<file path="config.mk">
export PLATFORM = sky130hd
export DESIGN_NAME = xadc_drp_sequencer
export DESIGN_NICKNAME = d
export VERILOG_FILES = /design/src/rtl/xadc_drp_sequencer.sv
export SDC_FILE = /design/constraint.sdc
export NUM_CORES = 1
export LEC_CHECK = 0
export BUFFER_PORTS_ARGS = -buffer_cell sky130_fd_sc_hd__buf_2
export CAP_MARGIN = 20
export CORE_ASPECT_RATIO = 1.4
export CORE_MARGIN = 4
export CORE_UTILIZATION = 50
export CTS_CLUSTER_DIAMETER = 40
export CTS_CLUSTER_SIZE = 25
export DETAILED_ROUTE_END_ITERATION = 8
export PLACE_DENSITY_LB_ADDON = 0.15
export SLEW_MARGIN = 30
export SYNTH_ARGS = -nofsm -noshare
export SYNTH_HDL_FRONTEND = slang
export SYNTH_SLANG_ARGS = --single-unit
export TNS_END_PERCENT = 100
</file>
<file path="constraint.sdc">
create_clock -name CLK100MHZ -period 6.08 [get_ports CLK100MHZ]
set_input_delay 0 -clock CLK100MHZ [delete_from_list [all_inputs] [get_ports CLK100MHZ]]
set_output_delay 0 -clock CLK100MHZ [all_outputs]
set_load 0.01 [all_outputs]
</file>
<file path="src/rtl/xadc_drp_sequencer.sv">
// Sweeps the enabled XADC auxiliary channels with one DRP read each per eoc trigger.
// It latches the 12-bit results per slot and flags slot timeouts and triggers that arrive while busy.
module xadc_drp_sequencer #(
    parameter logic [6:0] ADDR0       = 7'h16,
    parameter logic [6:0] ADDR1       = 7'h17,
    parameter logic [6:0] ADDR2       = 7'h1E,
    parameter logic [6:0] ADDR3       = 7'h1F,
    parameter int         TIMEOUT_CYC = 64
) (
    input  logic        CLK100MHZ,
    input  logic        rst,
    input  logic        eoc_in,
    input  logic [3:0]  ch_mask,
    input  logic        clear_err,
    output logic [6:0]  daddr_out,
    output logic        den_out,
    output logic        dwe_out,
    input  logic        drdy_in,
    input  logic [15:0] do_in,
    output logic [47:0] ch_data,
    output logic [3:0]  ch_valid,
    output logic        sweep_done,
    output logic        busy,
    output logic        timeout_err,
    output logic        overrun
);

    localparam int CW = (TIMEOUT_CYC > 2) ? $clog2(TIMEOUT_CYC) : 1;
    localparam logic [CW-1:0] CNT_MAX = CW'(TIMEOUT_CYC - 1);

    typedef enum logic [1:0] {IDLE, ISSUE, WAIT, DONE} state_t;

    state_t      state_q, state_d;
    logic [3:0]  mask_q, mask_d;
    logic [1:0]  idx_q, idx_d;
    logic [CW-1:0] cnt_q, cnt_d;
    logic [6:0]  daddr_q, daddr_d;
    logic [47:0] data_q, data_d;
    logic [3:0]  valid_q, valid_d;
    logic        terr_q, terr_d;
    logic        ovr_q, ovr_d;

    function automatic logic [6:0] addr_of(input logic [1:0] idx);
        logic [6:0] a;
        case (idx)
            2'd0:    a = ADDR0;
            2'd1:    a = ADDR1;
            2'd2:    a = ADDR2;
            default: a = ADDR3;
        endcase
        return a;
    endfunction

    // Returns {found, index} of the lowest set mask bit at or above position lo.
    function automatic logic [2:0] first_from(input logic [3:0] m, input logic [2:0] lo);
        logic [2:0] r;
        r = '0;
        for (int i = 3; i >= 0; i--) begin
            if (m[i] && (i >= int'(lo))) r = {1'b1, 2'(i)};
        end
        return r;
    endfunction

    always_comb begin
        logic [2:0] sel;
        logic       advance;
        logic       timeout_set;
        state_d     = state_q;
        mask_d      = mask_q;
        idx_d       = idx_q;
        cnt_d       = cnt_q;
        daddr_d     = daddr_q;
        data_d      = data_q;
        valid_d     = valid_q;
        sel         = '0;
        advance     = 1'b0;
        timeout_set = 1'b0;

        case (state_q)
            IDLE: begin
                if (eoc_in && (ch_mask != 4'd0)) begin
                    sel     = first_from(ch_mask, 3'd0);
                    mask_d  = ch_mask;
                    idx_d   = sel[1:0];
                    daddr_d = addr_of(sel[1:0]);
                    state_d = ISSUE;
                end
            end
            ISSUE: begin
                cnt_d   = '0;
                state_d = WAIT;
            end
            WAIT: begin
                if (drdy_in) begin
                    data_d[int'(idx_q)*12 +: 12] = do_in[15:4];
                    valid_d[idx_q]               = 1'b1;
                    advance                      = 1'b1;
                end else if (cnt_q == CNT_MAX) begin
                    timeout_set = 1'b1;
                    advance     = 1'b1;
                end else begin
                    cnt_d = cnt_q + 1'b1;
                end
                if (advance) begin
                    sel = first_from(mask_q, {1'b0, idx_q} + 3'd1);
                    if (sel[2]) begin
                        idx_d   = sel[1:0];
                        daddr_d = addr_of(sel[1:0]);
                        state_d = ISSUE;
                    end else begin
                        state_d = DONE;
                    end
                end
            end
            default: state_d = IDLE;
        endcase

        // A new error event beats a simultaneous clear.
        terr_d = clear_err ? 1'b0 : terr_q;
        if (timeout_set) terr_d = 1'b1;
        ovr_d = clear_err ? 1'b0 : ovr_q;
        if (eoc_in && (state_q != IDLE)) ovr_d = 1'b1;
    end

    always_ff @(posedge CLK100MHZ) begin
        if (rst) begin
            state_q <= IDLE;
            mask_q  <= '0;
            idx_q   <= '0;
            cnt_q   <= '0;
            daddr_q <= '0;
            data_q  <= '0;
            valid_q <= '0;
            terr_q  <= 1'b0;
            ovr_q   <= 1'b0;
        end else begin
            state_q <= state_d;
            mask_q  <= mask_d;
            idx_q   <= idx_d;
            cnt_q   <= cnt_d;
            daddr_q <= daddr_d;
            data_q  <= data_d;
            valid_q <= valid_d;
            terr_q  <= terr_d;
            ovr_q   <= ovr_d;
        end
    end

    assign den_out     = (state_q == ISSUE);
    assign dwe_out     = 1'b0;
    assign daddr_out   = daddr_q;
    assign busy        = (state_q != IDLE);
    assign sweep_done  = (state_q == DONE);
    assign ch_data     = data_q;
    assign ch_valid    = valid_q;
    assign timeout_err = terr_q;
    assign overrun     = ovr_q;

endmodule

</file>
==> run_results.csv, run 1 <==
group,metric,value,unit
clock_tree,clock-root-buffer,"clkbuf_8",
placement,routabilityCongestion,0.850,
power_and_ir_drop,power_density,366,nW/µm²
synth,synth_edf_count,0,
outcome,status,"finished clean",
run,drv_cap,0,
clock_tree,numCtsBuffers,9,
global_route,grt_pass1_vias,3159,
sta,hold_viol_final,0,
clock_tree,post-cts-setup-buffers,0,
setup_path,crit_path_end_kind,"flop",
route,wirelength,9150,µm
placement,portBuffers,82,
route,routed_via_density,5.60,
floorplan,die_area,8380,µm²
sta,fin_ws,3370,ps
setup_path,required,6350,ps
route,drt-wirelength-per-cell,15.9,µm
synth,async_flop_share,0,%
clock_tree,clock_path_buffers,2,
cells_and_area,antenna_cells,0,
route,ant_nets,0,
floorplan,initial_utilization,52.0,%
route,vias,3228,
route,drc,0,
global_route,grt_max_degree,67,
synth,syn_avg_cell_area,8.69,µm²
cells_and_area,drive_gt1_share,25.0,%
global_route,antenna_found_initial,0,
synth,synth.distinct_cells,56,
sta,tightestPinTransition,928,ps
floorplan,row_count,35,
clock_tree,numClockSinks,70,
global_route,grt_pass1_wl,15100,µm
synth,yosysWarnings,0,
synth,synth.most_common_cell,"dfxtp_1",
sta,max_freq,0.369,GHz
synth,ys_ff_latch,70,
route,drtIter0Drc,210,
placement,dp_slack,3190,ps
floorplan,die_h,107,µm
placement,dp_hpwl,6550,µm
synth,synth.area.top_cells,"dfxtp_1 (40%), a22oi_1 (10%), nor2_1 (7.1%)",
sta,setup_violations,0,
synth,syn_inst,401,
sta,drv_slew,0,
setup_path,arrival,2980,ps
floorplan,pin_count,90,
floorplan,dieWidth,78.5,µm
clock_tree,cts-hold-fix-buffers,10,
setup_path,r2r_start,"idx_q[1]$_SDFFE_PP0P_",
setup_path,crit_start,"idx_q[1]$_SDFFE_PP0P_",
global_route,grt_usage,22.6,%
clock_tree,clk_latency,340,ps
cells_and_area,syn_to_final_growth,19.9,%
hold_path,hp-class,"in -> reg",
sta,period_minus_slack,2710,ps
synth,syn-cell-area,3480,µm²
power_and_ir_drop,p_leak,1.76,nW
sta,tns,0,ps
setup_path,crit_fanout,36,
sta,clock_skew,6.62,ps
clock_tree,ctsResizeCount,0,
synth,synth_top_area_share,40.2,%
clock_tree,cts_max_level,3,
synth,synth.largest_area_cell,"dfxtp_1",
sta,fin_crit_sh,44.5,%
sta,rsz0062_at_grt,"no",
power_and_ir_drop,vdd_drop_max,0.339,mV
floorplan,coreArea,6700,µm²
route,drtPass1Iterations,4,
power_and_ir_drop,totalPowerFinal,0.00153,W
global_route,grt_overflow_total,0,
cells_and_area,fin_nets,517,
sta,slew_headroom,38.2,%
clock_tree,clk_pin_slew_worst_paths,80,ps
hold_path,worstHoldStart,"do_in[8]",
setup_path,critPathKind,"reg -> reg",
synth,ys_top_cells_by_count,"dfxtp_1 (70), nor2_1 (66), a22oi_1 (48), nand2_1 (28), a21oi_1 (21)",
synth,ys_seq_area_share,40.2,%
synth,ys.flop_type,"dfxtp_1",
setup_path,startpoint_type,"flop",
clock_tree,cts_tree,"done",
## cells in the final DEF, fill, tap and decap left out, types with 3 or more instances in the layout
cell type | Yosys | final
mux2_2 | 3 | 3
a31oi_1 | 4 | 4
mux2i_1 | 6 | 6
nor2b_1 | 7 | 7
a211oi_1 | 7 | 7
nor3_1 | 6 | 6
a21oi_1 | 21 | 21
nand3_1 | 8 | 8
o21ai_1 | 8 | 8
o21ai_0 | 7 | 7
nand2_1 | 28 | 28
conb_1 | 1 | 3
xor2_1 | 4 | 4
a22oi_1 | 48 | 48
dlygate4sd3_1 | 0 | 10
ha_1 | 13 | 12
o211ai_1 | 3 | 3
and2_1 | 7 | 7
clkbuf_8 | 2 | 11
dfxtp_1 | 70 | 70
inv_1 | 7 | 7
buf_2 | 7 | 82
nor2_1 | 66 | 66
a22o_1 | 8 | 8
## cell type report
| class | instances | area [µm²] |
|---|---|---|
| fillers | 602 | 2520 |
| multi-input cells | 295 | 1890 |
| flip-flops and latches | 70 | 1400 |
| repair buffers | 94 | 526 |
| clock buffers | 12 | 155 |
| well taps | 92 | 115 |
| clock inverters | 4 | 53.8 |
| inverters | 9 | 33.8 |
## where the power goes
part / switching [W] / internal, W
Sequential: 0.0000244 / 0.000489
Combinational: 0.000405 / 0.000224
Clock: 0.000172 / 0.000213
Total: 0.000601 / 0.000926
## metrics by stage
stage          util (%)  hold slack (ps)  instances  area (µm²)
2_1_floorplan         -              145        403        3490
5_1_grt            62.3             36.5        576        4180
4_1_cts            62.3             3.43        576        4170
3_3_place_gp       57.7              281        550        3860
3_5_place_dp       57.7              288        550        3860
6_report           62.3             16.7        576        4180
## worst max-delay path, stage by stage, from the launching register on
cell	delay (ps)
dfxtp_1	440
inv_1	140
ha_2	730
nor2b_1	270
and4b_1	500
nor3b_1	330
a22oi_1	120
nor2_1	100
## path summary, 6_finish.rpt
| kind | end | slack (ps) | cells after the start |
|---|---|---|---|
| max | ch_data[22]$_SDFFE_PP0P_ | 3370 | 7 |
| min | ch_data[40]$_SDFFE_PP0P_ | 20 | 3 |
| max reg2reg | ch_data[22]$_SDFFE_PP0P_ | 3370 | 7 |
| min reg2reg | timeout_err$_SDFFE_PP0P_ | 460 | 2 |
## sequential cells by signal (all words and copies together), names as in the netlist
name / count
ch_data: 48
cnt_q: 6
ch_valid: 4
mask_q: 4
daddr_out: 3
state_q: 2
idx_q: 1
overrun: 1
timeout_err: 1
## routing by layer
metal / wire length, µm / global-route usage (%) / share of wire [%] / up-vias
li1: - / - / - / 1593
met1: 3680 / 25.1 / 40 / 1532
met3: 457 / 5.46 / 5.0 / 17
met4: 227 / 10.5 / 2.5 / 0
met2: 4780 / 39.9 / 52 / 86
met5: 0 / 0 / 0 / -
## cells by family after synthesis
group                    count (synthesis)  synth area share (%)
buffers and inverters                   38                  5.78
XOR/XNOR                                 4                  1.01
AO/OA/AOI/OAI                          121                  24.8
AND/OR/NAND/NOR                        145                  20.7
other                                    1                 0.108
flip-flops                              70                  40.2
adder cells (fa/ha/maj)                 13                  4.67
multiplexers                             9                  2.69
No activity file was read; power rests on OpenSTA's default activity.
==> run 2: changes to the inputs <==
Settings changed: CORE_UTILIZATION 50 to 48.
Clock period 6.08 ns to 2.3 ns, I/O delays scaled along.
==> run_results.csv, run 2 (same netlist as run 1, synthesis figures left out) <==
group,metric,value,unit
floorplan,initial_utilization,49.6,%
setup_path,crit_family,"compound AO/OA/AOI/OAI gates",
setup_path,crit_path_end_kind,"flop",
power_and_ir_drop,p_leak,1.86,nW
setup_path,crit_start,"idx_q[1]$_SDFFE_PP0P_",
global_route,grt_usage,21.8,%
setup_path,path_cells,"inv_1, ha_1, o21ai_1, a21boi_1, nand4_2, mux2_2, a211oi_1",
setup_path,crit_fanout,9,
setup_path,cp_slowest_cell,"dfxtp_1",
sta,clock_skew,6.75,ps
global_route,antenna_found_initial,0,
global_route,met1_usage,24.2,%
cells_and_area,final_cells,593,
cells_and_area,syn_to_final_growth,25.3,%
cells_and_area,n_fill_cell,682,
clock_tree,post-cts-setup-buffers,0,
route,drtPass1Iterations,5,
floorplan,row_count,36,
sta,slew_headroom,54.8,%
sta,max_freq,0.479,GHz
route,wirelength,9080,µm
sta,hold_viol_final,0,
sta,fin_crit_sh,90.9,%
sta,tightestPinTransition,677,ps
clock_tree,clk_latency,360,ps
sta,tns,0,ps
setup_path,arrival,2360,ps
cells_and_area,antenna_cells,0,
power_and_ir_drop,power_density,999,nW/µm²
clock_tree,cts_max_level,3,
power_and_ir_drop,vdd_drop_max,0.832,mV
floorplan,dieWidth,80.0,µm
placement,portBuffers,82,
global_route,grt_pass1_wl,14800,µm
hold_path,hp-class,"in -> reg",
setup_path,required,2570,ps
route,drt-wirelength-per-cell,15.3,µm
route,vias,3204,
route,routed_via_density,5.40,
cells_and_area,largest_reg_flops,48,
sta,period_minus_slack,2090,ps
outcome,status,"finished clean",
cells_and_area,fin_nets,531,
clock_tree,cts_tree,"done",
global_route,grtUsageMet2,38.3,%
run,drv_cap,0,
clock_tree,numCtsBuffers,9,
placement,dp_hpwl,6690,µm
clock_tree,clock_path_buffers,2,
setup_path,startpoint_type,"flop",
route,ant_nets,0,
cells_and_area,drive_gt1_share,27.1,%
clock_tree,numClockSinks,70,
floorplan,coreArea,7030,µm²
hold_path,worstHoldStart,"drdy_in",
setup_path,r2r_start,"idx_q[1]$_SDFFE_PP0P_",
placement,placed_cells,565,
global_route,grtUsageMet3,4.96,%
setup_path,critPathKind,"reg -> reg",
setup_path,worst-path-buf-inv,1,
sta,drv_slew,0,
clock_tree,clock-root-buffer,"clkbuf_8",
sta,setup_violations,0,
floorplan,die_area,8700,µm²
route,drc,0,
clock_tree,clk_pin_slew_worst_paths,70,ps
global_route,busiest_layer,"met2",
cells_and_area,final_common_cell,"buf_2",
cells_and_area,layout_common_cells,"buf_2 (82), dfxtp_1 (69), nor2_1 (66), a22oi_1 (48), nand2_1 (28)",
placement,routabilityCongestion,0.850,
global_route,grt_overflow_total,0,
power_and_ir_drop,totalPowerFinal,0.00436,W
setup_path,cpPeakStageDelay,440,ps
sta,rsz0062_at_grt,"no",
sta,whs,19.8,ps
route,drtIter0Drc,213,
floorplan,pin_count,90,
global_route,grt_max_degree,36,
floorplan,die_h,109,µm
global_route,grt_pass1_vias,3121,
==> run 2: cell types whose count changed in the layout (fill, tap and decap cells not counted) <==
cell	delta
dfxtp_1	-1
dlygate4sd3_1	+2
buf_4	+10
buf_12	+2
ha_2	-1
dfxtp_2	+1
inv_6	-1
bufinv_16	+2
ha_1	+1
nor3_2	+1
nor3_1	-1
clkbuf_1	-1
==> run 2: worst paths after layout <==
path | endpoint | slack [ps] | cells after the start
worst max-delay path | state_q[1]$_SDFFE_PP0P_ | 210 | 7
worst min-delay path | timeout_err$_SDFFE_PP0P_ | 20 | 4
worst max register to register | state_q[1]$_SDFFE_PP0P_ | 210 | 7
worst min register to register | ch_data[21]$_SDFFE_PP0P_ | 460 | 2
==> run 2: timing repair <==
action                                  CTS  global route
hold buffers                             12             0
endpoints found under the setup margin    0             9
resized for setup                         0             2
endpoints found under the hold margin     8             0
==> run 2: worst register-to-register path, cell delays in order (launching register included) <==
cell and delay [ps]:
dfxtp_1 440, inv_1 140, ha_1 340, o21ai_1 220
a21boi_1 210, nand4_2 160, mux2_2 300, a211oi_1 210
==> run 2: stage by stage <==
stage / worst slack, ps / cell area [µm²] / util (%)
2_1_floorplan: 104 / 3490 / -
3_3_place_gp: 183 / 3980 / 56.7
3_5_place_dp: 160 / 3980 / 56.7
4_1_cts: 148 / 4360 / 62.0
5_1_grt: 6.34 / 4370 / 62.1
6_report: 210 / 4370 / 62.1
==> run 2: where the power goes <==
group          switching, W  internal [W]  total [W]
Clock              0.000469      0.000779    0.00125
Combinational       0.00107      0.000677    0.00174
Sequential        0.0000738       0.00129    0.00137
==> run 2: area by class of cell <==
| cell class | count | area, µm² | share of cell area (%) |
|---|---|---|---|
| clock buffer | 11 | 151 | 3.47 |
| clock inverter | 5 | 105 | 2.41 |
| inverter | 9 | 33.8 | 0.774 |
| multi-input combinational | 295 | 1890 | 43.4 |
| sequential | 70 | 1400 | 32.1 |
| tap | 95 | 119 | 2.72 |
| timing repair buffer | 108 | 661 | 15.1 |
==> run 2: routing by layer <==
layer / routed length [µm] / share of wire [%]
met4: 205 / 2.3
met5: 0 / 0
met1: 3620 / 40
met3: 517 / 5.7
met2: 4730 / 52
